--- src/rtl/seq_pattern_tx.sv ---
// seq_pattern_tx: serial pattern transmitter, MSB-first, N copies with optional idle gaps.
// Define PARITY_EN to append an even-parity bit after each copy.
module seq_pattern_tx #(
    parameter int   PAT_W    = 3,
    parameter int   CNT_W    = 4,
    parameter logic IDLE_BIT = 1'b0
) (
    input  logic             clk,
    input  logic             reset,
    input  logic             start_valid,
    output logic             start_ready,
    input  logic [PAT_W-1:0] pattern,
    input  logic [CNT_W-1:0] repeat_cnt,
    input  logic [CNT_W-1:0] gap_cnt,
    input  logic             abort,
    output logic             ser_out,
    output logic             ser_valid,
    output logic             frame_start,
    output logic             busy,
    output logic             done
);
    localparam int IW = $clog2(PAT_W);
    localparam logic [IW-1:0] MSB = IW'(PAT_W - 1);

`ifdef PARITY_EN
    typedef enum logic [2:0] {IDLE, SHIFT, PAR, GAP, DONE} state_t;
`else
    typedef enum logic [2:0] {IDLE, SHIFT, GAP, DONE} state_t;
`endif

    state_t state, state_n;
    logic [PAT_W-1:0] pat, pat_n;
    logic [CNT_W-1:0] rep, rep_n, gap_len, gap_n, g, g_n;
    logic [IW-1:0] bit_idx, idx_n;
    logic out_n, vld_n, fs_n, done_n, eoc, nc;

    assign start_ready = state == IDLE;
    assign busy        = state != IDLE;

    always_ff @(posedge clk or posedge reset) begin
        if (reset) begin
            state       <= IDLE;
            pat         <= '0;
            rep         <= '0;
            gap_len     <= '0;
            g           <= '0;
            bit_idx     <= '0;
            ser_out     <= IDLE_BIT;
            ser_valid   <= 1'b0;
            frame_start <= 1'b0;
            done        <= 1'b0;
        end else begin
            state       <= state_n;
            pat         <= pat_n;
            rep         <= rep_n;
            gap_len     <= gap_n;
            g           <= g_n;
            bit_idx     <= idx_n;
            ser_out     <= out_n;
            ser_valid   <= vld_n;
            frame_start <= fs_n;
            done        <= done_n;
        end
    end

    always_comb begin
        state_n = state;
        pat_n   = pat;
        rep_n   = rep;
        gap_n   = gap_len;
        g_n     = g;
        idx_n   = bit_idx;
        out_n   = IDLE_BIT;
        vld_n   = 1'b0;
        fs_n    = 1'b0;
        done_n  = 1'b0;
        eoc     = 1'b0;
        nc      = 1'b0;
        case (state)
            IDLE: if (start_valid) begin
                pat_n = pattern;
                rep_n = repeat_cnt;
                gap_n = gap_cnt;
                idx_n = MSB;
                if (repeat_cnt == '0) begin
                    state_n = DONE;
                    done_n  = 1'b1;
                end else begin
                    state_n = SHIFT;
                    out_n   = pattern[PAT_W-1];
                    vld_n   = 1'b1;
                    fs_n    = 1'b1;
                end
            end
            SHIFT: if (bit_idx != '0) begin
                idx_n = bit_idx - IW'(1);
                out_n = pat[idx_n];
                vld_n = 1'b1;
            end else begin
`ifdef PARITY_EN
                state_n = PAR;
                out_n   = ^pat;
                vld_n   = 1'b1;
`else
                eoc = 1'b1;
`endif
            end
`ifdef PARITY_EN
            PAR: eoc = 1'b1;
`endif
            GAP: if (g == CNT_W'(1)) nc = 1'b1;
                 else g_n = g - CNT_W'(1);
            DONE: state_n = IDLE;
            default: state_n = IDLE;
        endcase
        // end of a copy: finish the job, chain the next copy, or idle through the gap
        if (eoc) begin
            if (rep == CNT_W'(1)) begin
                state_n = DONE;
                done_n  = 1'b1;
            end else begin
                rep_n = rep - CNT_W'(1);
                if (gap_len == '0) nc = 1'b1;
                else begin
                    state_n = GAP;
                    g_n     = gap_len;
                end
            end
        end
        if (nc) begin
            state_n = SHIFT;
            idx_n   = MSB;
            out_n   = pat[PAT_W-1];
            vld_n   = 1'b1;
            fs_n    = 1'b1;
        end
        if (abort) begin
            state_n = IDLE;
            out_n   = IDLE_BIT;
            vld_n   = 1'b0;
            fs_n    = 1'b0;
            done_n  = 1'b0;
        end
    end
endmodule

--- config.mk ---
export PLATFORM = sky130hd
export DESIGN_NAME = seq_pattern_tx
export DESIGN_NICKNAME = d
export VERILOG_FILES = /design/src/rtl/seq_pattern_tx.sv
export SDC_FILE = /design/constraint.sdc
export NUM_CORES = 1
export LEC_CHECK = 0
export CAP_MARGIN = 10
export CORE_MARGIN = 8
export CORE_UTILIZATION = 47
export CTS_CLUSTER_SIZE = 25
export DETAILED_ROUTE_END_ITERATION = 8
export PLACE_DENSITY = 0.83
export SLEW_MARGIN = 20
export SYNTH_ARGS = -nofsm -noshare
export SYNTH_HDL_FRONTEND = slang
export SYNTH_SLANG_ARGS = --single-unit
export TNS_END_PERCENT = 30
--- constraint.sdc ---
create_clock -name clk -period 1.5 [get_ports clk]
set_input_delay 0.15 -clock clk [delete_from_list [all_inputs] [get_ports clk]]
set_output_delay 0.15 -clock clk [all_outputs]
set_load 0.02 [all_outputs]
* After elaboration in Yosys (flattened, before gate mapping) *
Cells that the tools add are included.

operators by class
  add/sub/neg operators = 3
  multiply operators = 0
  div/mod/pow operators = 0
  magnitude comparators = 1
  eq/ne operators = 6
  shift-type cells = 0
  multiplexer cells = 51
  bitwise gates (word level) = 0
  reductions and logical operators = 9

operators with widths
  kind                                                number
  2-to-1 mux 4 bit                                    9
  2-to-1 mux 1 bit                                    27
  2-to-1 mux 3 bit                                    6
  == test 4 x 1 -> 1 bit, second input constant       2
  logical NOT 4 bit                                   2
  2-to-1 mux 2 bit                                    4
  subtractor 4 x 1 -> 4 bit, second input constant    2
  one-hot mux 3 bit (2 select lines)                  1
  nonzero test 3 bit                                  2
  one-hot mux 1 bit (2 select lines)                  2
  one-hot mux 2 bit (2 select lines)                  1
  == test 3 x 1 -> 1 bit, second input constant       1
  == test 3 x 2 -> 1 bit, second input constant       1
  logical NOT 3 bit                                   1
  < comparator 2 x 3 -> 1 bit, second input constant  1
  != test 3 x 2 -> 1 bit, second input constant       1
  != test 3 bit, second input constant                1
  AND reduction 3 bit                                 1
  binary-select mux 1 bit (select 2 bit)              1
  AND reduction 2 bit                                 1
  nonzero test 2 bit                                  1
  OR reduction 2 bit                                  1
  subtractor 2 x 1 -> 2 bit, second input constant    1

word-level totals
  register bits after elaboration = 24
  latch bits = 0
  memory bits (writable) = 0
  bits in read-only memories = 0
  input port bits = 15
  output and inout bits = 6
  word-level logic and storage cells = 80
  memories = 0

* Longest topological paths before layout *
Gate-level depths: netlist of the first run.

  word-level depth = 9
  gate-level depth with buffers = 7
  depth with buffers taken out = 6

* Least setup slack after synthesis of the first run *
OpenSTA, ideal clock, no wires.

  path kind = register to register
  start point = reg rep[1]
  end point = reg state[0]
  library setup time = 0.077 ns
  data arrival time = 1.551 ns
  setup slack = -0.128 ns
  cell stages (with the launch flop) = 7
  buffers on the path = 0
  period minus slack after synthesis = 1.628 ns
  cells stage by stage = dfrtp_1 > inv_1 > ha_1 > nor3b_4 > nor2_4 > or4_1 > a21oi_1

between the ends
  cells in the longest elaborated chain, start to end = 5
  elaborated cells between the ends (all ways) = 7
  those cells by class = eq/ne (1); mux (6)

RTL lines
  element                                               RTL line  RTL
  from (decl)                                           33        logic [CNT_W-1:0] rep, rep_n, gap_len, gap_n, g, g_n;
  from (signal assigned)                                55        rep <= rep_n;
  == test 4 x 1 -> 1 bit *                              118       if (rep == CNT_W'(1)) begin
  2-to-1 mux 3 bit or 2-to-1 mux 1 bit (tied branches)  118
  2-to-1 mux 3 bit or 2-to-1 mux 1 bit (tied branches)  117       if (eoc) begin
  2-to-1 mux 3 bit *                                    130       if (nc) begin
  2-to-1 mux 3 bit *                                    137       if (abort) begin
  net state_n[0]                                        31        state_t state, state_n;
  to (signal assigned)                                  53        state <= state_n;
  to (decl)                                             31

The timed path passes the listed nets; every way through them passes the cells marked *.
A chain may end at the register's enable or synchronous reset.

* Worst setup path in the final report of the first run *
  start point = reg state[1]
  end point = reg ser_out

between the ends
  cells in the longest elaborated chain, start to end = 7
  elaborated cells between the ends (all ways) = 11
  those cells by class = eq/ne (2); mux (8); reduce/logical (1)

RTL lines
  element                 RTL line  RTL
  == test 3 x 2 -> 1 bit  79        case (state)
  2-to-1 mux 1 bit        79
  2-to-1 mux 1 bit        123       if (gap_len == '0) nc = 1'b1;
  2-to-1 mux 1 bit        118
  2-to-1 mux 1 bit        117
  2-to-1 mux 1 bit *      130
  2-to-1 mux 1 bit *      137
  net out_n               35        logic out_n, vld_n, fs_n, done_n, eoc, nc;
  to (signal assigned)    59        ser_out <= out_n;
  to (decl)               16        output logic ser_out,

Marked as above.

==> reports/qor.csv, run 1 <==
metric,value,unit
CP Launch Point,state[1]$_DFF_PP0_,
Final Cycle Share,110,%
Yosys top cell area share,47.8,%
"commonest non-fill, non-tap cells in the layout","buf_4, nand2_1, dfrtp_1, clkdlybuf4s50_1",
vias in the first global route,1205,
cell depth of the worst flop-to-flop path,5,
peak supply drop,0.886,mV
syn nets,155,
RR Endpoint,ser_out$_DFF_PP0_,
Die ar.,4580,um^2
"slowest stage delay, CP",0.58,ns
DP Area,1660,um^2
clock root cell,clkbuf_4,
fin nets,206,
drt pass-1 iters,4,
CTS tree,built,
kind of critical path,reg2reg,
"Reg clk slew, reported paths",0.14,ns
CP required,1.75,ns
DR vias,1227,
crit path max-delay cell type,or4b_4,
fmax,606,MHz
CP endpoint,ser_out$_DFF_PP0_,
outcome,"complete, but fails checks",
gr usage total,15.5,%
Initial Util,50.3,%
WHS,0.146,ns
Crit path depth,5,
post-route ant nets,0,
CP Buf/Inv Count,1,
largest net degree at the start of global routing,25,
"Cell Area, Synth",1260,um^2
DRC marker count from the first detailed-route iteration,60,
max_cap viols,0,
synthesis warning total,0,
Port Buffer Count,20,
GRT overflow,0,
Critical Path Fanout Max,6,
Hold Buf Count CTS,0,
"most used cell, CP",a31oi_1,
RSZ-0062 raised after global routing,true,
"top cells by area, synth","dfrtp_1, nand2_1, ha_1",
Final Instance Area,1850,um^2
"commonest non-fill, non-tap cell in the layout",buf_4,
Yosys cell types,37,
final worst slack,-0.151,ns
HPWL after DPL,2320,um
Final Setup Violations,14,
# diodes,0,
syn_area_per_cell,9.31,um^2
crit path DAT,1.91,ns
HP Class,in2async,
H-tree Lvls,1,
Synth Instances,135,
maximum clock path buffer count,2,
Core ar.,2500,um^2
Die Span X,67.7,um
final hold violation count,0,
wire per inst,16.6,um
failing checks,setup timing,
max-slew violations,0,
nature of the critical path startpoint,flip-flop,
"Clk Latency, worst-skew pair",0.33,ns
R2R Setup Slk,-0.15,ns
Reg2Reg Launch Point,state[1]$_DFF_PP0_,
first-pass GRT wire length,5420,um
"EDFF count, synth",0,
Die Y,67.7,um
routability congestion estimate from global placement,0.873,
clk sinks,24,
vias per cell,5.71,
initial antenna violation count,0,
crit path capture type,flip-flop,
DRC,0,
top cell type by total area after synthesis,dfrtp_1,
total wire length,3570,um
Most used DFF post-synth,dfrtp_1,
"FFs w/ async S/R, synth",100,%
Crit path max-delay family,simple AND/OR/NAND/NOR gates,
"flops & latches, synth",24,
area delta synth->final,47.2,%
pwr dens,1010,nW/um^2
layout cells sized above 1,33.0,%
fin crit period,1.65,ns
Rows,18,
worst clock skew,0.00323,ns
I/O Pins,21,
total CTS buffers,3,
crit-path cells,"buf_4, or4b_4, a211oi_2, a31oi_1, a31oi_1",
Lkg Pwr,0.859,nW
"Seq/Total Area, Yosys",47.8,%
kinds of logic (layout without fill, tap and decap cells):
family | after synthesis | after routing | synth area share, %
simple gates | 60 | 60 | 25.7
mux | 2 | 2 | 1.59
flops | 24 | 24 | 47.8
xor+xnor | 3 | 3 | 2.09
compound gates | 28 | 28 | 13.7
buf+inv | 12 | 62 | 3.78
fa+ha+maj | 5 | 5 | 4.98
other cells | 1 | 1 | 0.299
worst reg2reg max path, cell delays in order, from the launching register on:
cell and delay (ns):
dfrtp_2 0.46, buf_4 0.15, or4b_4 0.58, a211oi_2 0.17, a31oi_1 0.07, a31oi_1 0.15
worst min path at each step:
stage | startpoint | to | slack (ns) | cells after the start
after global placement | pat[1]$_DFFE_PP0P_ | pat[1]$_DFFE_PP0P_ | 0.46 | 2
after global routing | reset | gap_len[2]$_DFFE_PP0P_ | 0.17 | 3
after floorplan | reset | bit_idx[0]$_DFFE_PP0P_ | 0.16 | 1
after CTS | reset | rep[1]$_DFF_PP0_ | 0.16 | 3
final | reset | gap_len[0]$_DFFE_PP0P_ | 0.15 | 3
after detailed placement | pat[1]$_DFFE_PP0P_ | pat[1]$_DFFE_PP0P_ | 0.47 | 2
power by group:
group	leakage [nW]	switching (W)	internal (W)	total (W)
clock	0.0210	0.000209	0.000149	0.000357
sequential	0.297	0.000108	0.000761	0.000869
combinational	0.541	0.000324	0.000317	0.000641
layout make-up:
| type | count | area (um^2) |
|---|---|---|
| Clock buffer | 4 | 36.3 |
| Fill cell | 158 | 651 |
| Inverter | 9 | 33.8 |
| Multi-Input combinational cell | 99 | 716 |
| Sequential cell | 24 | 604 |
| Tap cell | 30 | 37.5 |
| Timing Repair Buffer | 49 | 422 |
per-stage QoR:
step	setup slack, ns	util [%]	total power (W)	cells	TNS [ns]
after floorplan	-0.124	-	0.00118	135	-0.495
after global placement	-0.210	66.5	0.00139	205	-2.49
after detailed placement	-0.278	66.5	0.00143	205	-3.32
after CTS	-0.156	70.4	0.00180	212	-1.18
after global routing	-0.229	74.0	0.00197	215	-1.93
final	-0.151	74.0	0.00187	215	-1.10
sequential cells by signal, summed over array words and instances (netlist names):
register     flops
pat              3
ser_valid        1
done             1
bit_idx          2
rep              4
g                4
gap_len          4
state            3
ser_out          1
frame_start      1
synth_stat cells, types with 2 or more instances:
cell type and n:
ha_1 5, nor3_1 5, a22o_1 2, nor3b_1 2, dfrtp_1 24, o21ai_0 4, xnor2_1 2, a21oi_1 10
a31oi_1 3, mux2i_1 2, nand3_1 2, nand2_1 29, or4b_1 2, a21o_1 2, or4_1 2, o22ai_1 3
buf_2 2, nor2_1 7, inv_1 9
per-layer routing:
metal  GRT usage, %  wire [um]  up-vias
li1               -          -      571
met1           17.5       1440      603
met2           27.1       1790       41
met3           4.30        225       12
met4           5.74        112        0
met5              0          0        -
what timing repair did:
action,CTS,global route
buffers inserted,3,3
pin swaps,7,8
endpoints found under the setup margin,25,24
resized for setup,21,18
Power figures use the tool's default switching activity.
==> run 2: changes to the inputs <==
--- a/config.mk
+++ b/config.mk
@@ -6,6 +6,7 @@
 export NUM_CORES = 1
 export LEC_CHECK = 0
 export CAP_MARGIN = 10
+export CORE_ASPECT_RATIO = 0.6
 export CORE_MARGIN = 8
 export CORE_UTILIZATION = 47
 export CTS_CLUSTER_SIZE = 25
==> run 2 against run 1 <==
Net effect:
- the run still ends with setup timing left
- hold slack improved by 0.078 ns
- clock skew fell by 0.0011 ns
- sequential cell count did not move
- die area rose by 1.2%
==> reports/qor.csv, run 2 (synthesis gave the netlist of run 1 again) <==
metric,value,unit,change
post-route ant nets,0,,unchanged
vias per cell,5.49,,was 5.71
crit-path cells,"inv_2, ha_4, nor3b_4, nor2_4, or4_1, a21oi_1",,"was buf_4, or4b_4, a211oi_2, a31oi_1, a31oi_1"
crit path capture type,flip-flop,,unchanged
first-pass GRT wire length,5720,um,was 5420 um
Initial Util,49.8,%,was 50.3%
pwr dens,1100,nW/um^2,was 1010 nW/um^2
clock root cell,clkbuf_8,,was clkbuf_4
wire per inst,17.5,um,was 16.6 um
Die Y,56.0,um,was 67.7 um
max_cap viols,0,,unchanged
Die Span X,82.7,um,was 67.7 um
failing checks,setup timing,,unchanged
DRC marker count from the first detailed-route iteration,96,,was 60
"Clk Latency, worst-skew pair",0.27,ns,was 0.33 ns
Port Buffer Count,20,,unchanged
layout cells sized above 1,34.6,%,was 33.0%
H-tree Lvls,1,,unchanged
fin nets,209,,was 206
Rows,14,,was 18
Final Instance Area,1930,um^2,was 1850 um^2
largest net degree at the start of global routing,25,,unchanged
max-slew violations,0,,unchanged
outcome,"complete, but fails checks",,unchanged
Critical Path Fanout Max,3,,was 6
CP required,1.68,ns,was 1.75 ns
post-layout util,76.3,%,was 74.0%
drt pass-1 iters,4,,unchanged
Die ar.,4640,um^2,was 4580 um^2
HP Class,in2async,,unchanged
dpl cells,210,,was 205
DR vias,1208,,"was 1,227"
DP Area,1690,um^2,was 1660 um^2
Layout Cells excl Fill,220,,was 215
CTS tree,built,,unchanged
peak supply drop,0.525,mV,was 0.886 mV
I/O Pins,21,,unchanged
final hold violation count,0,,unchanged
area delta synth->final,53.3,%,was 47.2%
crit path DAT,1.90,ns,was 1.91 ns
Fill cells,166,,was 158
fmax,580,MHz,was 606 MHz
maximum clock path buffer count,2,,unchanged
final worst slack,-0.224,ns,was -0.151 ns
gr usage total,15.6,%,was 15.5%
routability congestion estimate from global placement,0.910,,was 0.873
nature of the critical path startpoint,flip-flop,,unchanged
Core ar.,2520,um^2,was 2500 um^2
crit path max-delay cell type,or4_1,,was or4b_4
Final Setup Violations,15,,was 14
clk sinks,24,,unchanged
Largest regs,"g: 4 flops, gap_len: 4 flops, rep: 4 flops",,unchanged
Tot Pwr,0.00212,W,was 0.00187 W
initial antenna violation count,0,,unchanged
Hold Buf Count CTS,0,,unchanged
fin crit period,1.72,ns,was 1.65 ns
Final Cycle Share,115,%,was 110%
total wire length,3850,um,was 3570 um
"Reg clk slew, reported paths",0.08,ns,was 0.14 ns
WHS,0.224,ns,was 0.146 ns
total CTS buffers,3,,unchanged
kind of critical path,reg2reg,,unchanged
GRT overflow,0,,unchanged
"commonest non-fill, non-tap cell in the layout",nand2_1,,was buf_4
worst clock skew,0.00212,ns,was 0.00323 ns
RSZ-0062 raised after global routing,true,,unchanged
"commonest non-fill, non-tap cells in the layout","nand2_1, buf_4, dfrtp_1, clkdlybuf4s50_1, a21oi_1",,"was buf_4, nand2_1, dfrtp_1, clkdlybuf4s50_1"
HPWL after DPL,2510,um,was 2320 um
"slowest stage delay, CP",0.48,ns,was 0.58 ns
# diodes,0,,unchanged
Lkg Pwr,0.896,nW,was 0.859 nW
vias in the first global route,1176,,"was 1,205"
DRC,0,,unchanged
==> run 2: changes by cell type in the layout (fill, tap and decap cells not counted), moves of 2 or more <==
cell and change:
inv_2 +2, nand2_2 -2, clkbuf_4 -3, clkbuf_8 +2, nand2_1 +2, ha_4 +2
inv_1 -2, buf_6 +3
==> run 2: final timing paths <==
check / start / end / slack [ns] / cells past startpoint
max in group asynchronous: reset / state[0]$_DFF_PP0_ / 1.02 / 3
max: rep[1]$_DFF_PP0_ / state[0]$_DFF_PP0_ / -0.22 / 6
min: reset / pat[1]$_DFFE_PP0P_ / 0.22 / 3
max reg2reg: rep[1]$_DFF_PP0_ / state[0]$_DFF_PP0_ / -0.22 / 6
min in group clk: pattern[1] / pat[1]$_DFFE_PP0P_ / 0.41 / 3
min reg2reg: pat[0]$_DFFE_PP0P_ / pat[0]$_DFFE_PP0P_ / 0.49 / 2
==> run 2: area by class of cell <==
type	count	area [um^2]	share of cell area, %
timing repair buffer	52	453	23.5
multi-input combinational	99	724	37.6
clock inverter	1	30.0	1.56
inverter	9	33.8	1.75
sequential	24	603	31.3
tap	32	40.0	2.08
clock buffer	3	41.3	2.14
==> run 2: power breakdown <==
group | internal, W | switching, W | leakage [nW]
Clock | 0.000357 | 0.000206 | 0.0357
Combinational | 0.000339 | 0.000335 | 0.561
Sequential | 0.000762 | 0.000120 | 0.299
==> run 2: repair_timing <==
| item | in CTS | in global routing |
|---|---|---|
| setup buffers | 1 | 5 |
| setup endpoints to repair | 24 | 23 |
| gates cloned | 0 | 0 |
| pin swaps | 6 | 8 |
| gates resized for setup | 18 | 23 |
==> run 2: metal layers <==
layer / track usage, % / part of all wire, %
met5: 0 / 0
met4: 2.93 / 2.0
met2: 23.1 / 47
met3: 5.16 / 7.6
met1: 21.5 / 44
==> run 2: critical path: cells and delay by family (launching register included) <==
kind                       cells  cell delay (ns)
buffers and inverters          1             0.10
adders and majority gates      1             0.13
and+or+nand+nor                3             0.81
AOI/OAI and AO/OA              1             0.18
DFF                            1             0.41
==> run 2: through the flow <==
step / setup TNS (ns) / setup slack [ns]
2_1_floorplan: -0.495 / -0.124
3_3_place_gp: -3.22 / -0.219
3_5_place_dp: -4.36 / -0.311
4_1_cts: -1.37 / -0.153
5_1_grt: -2.31 / -0.268
6_report: -1.33 / -0.224
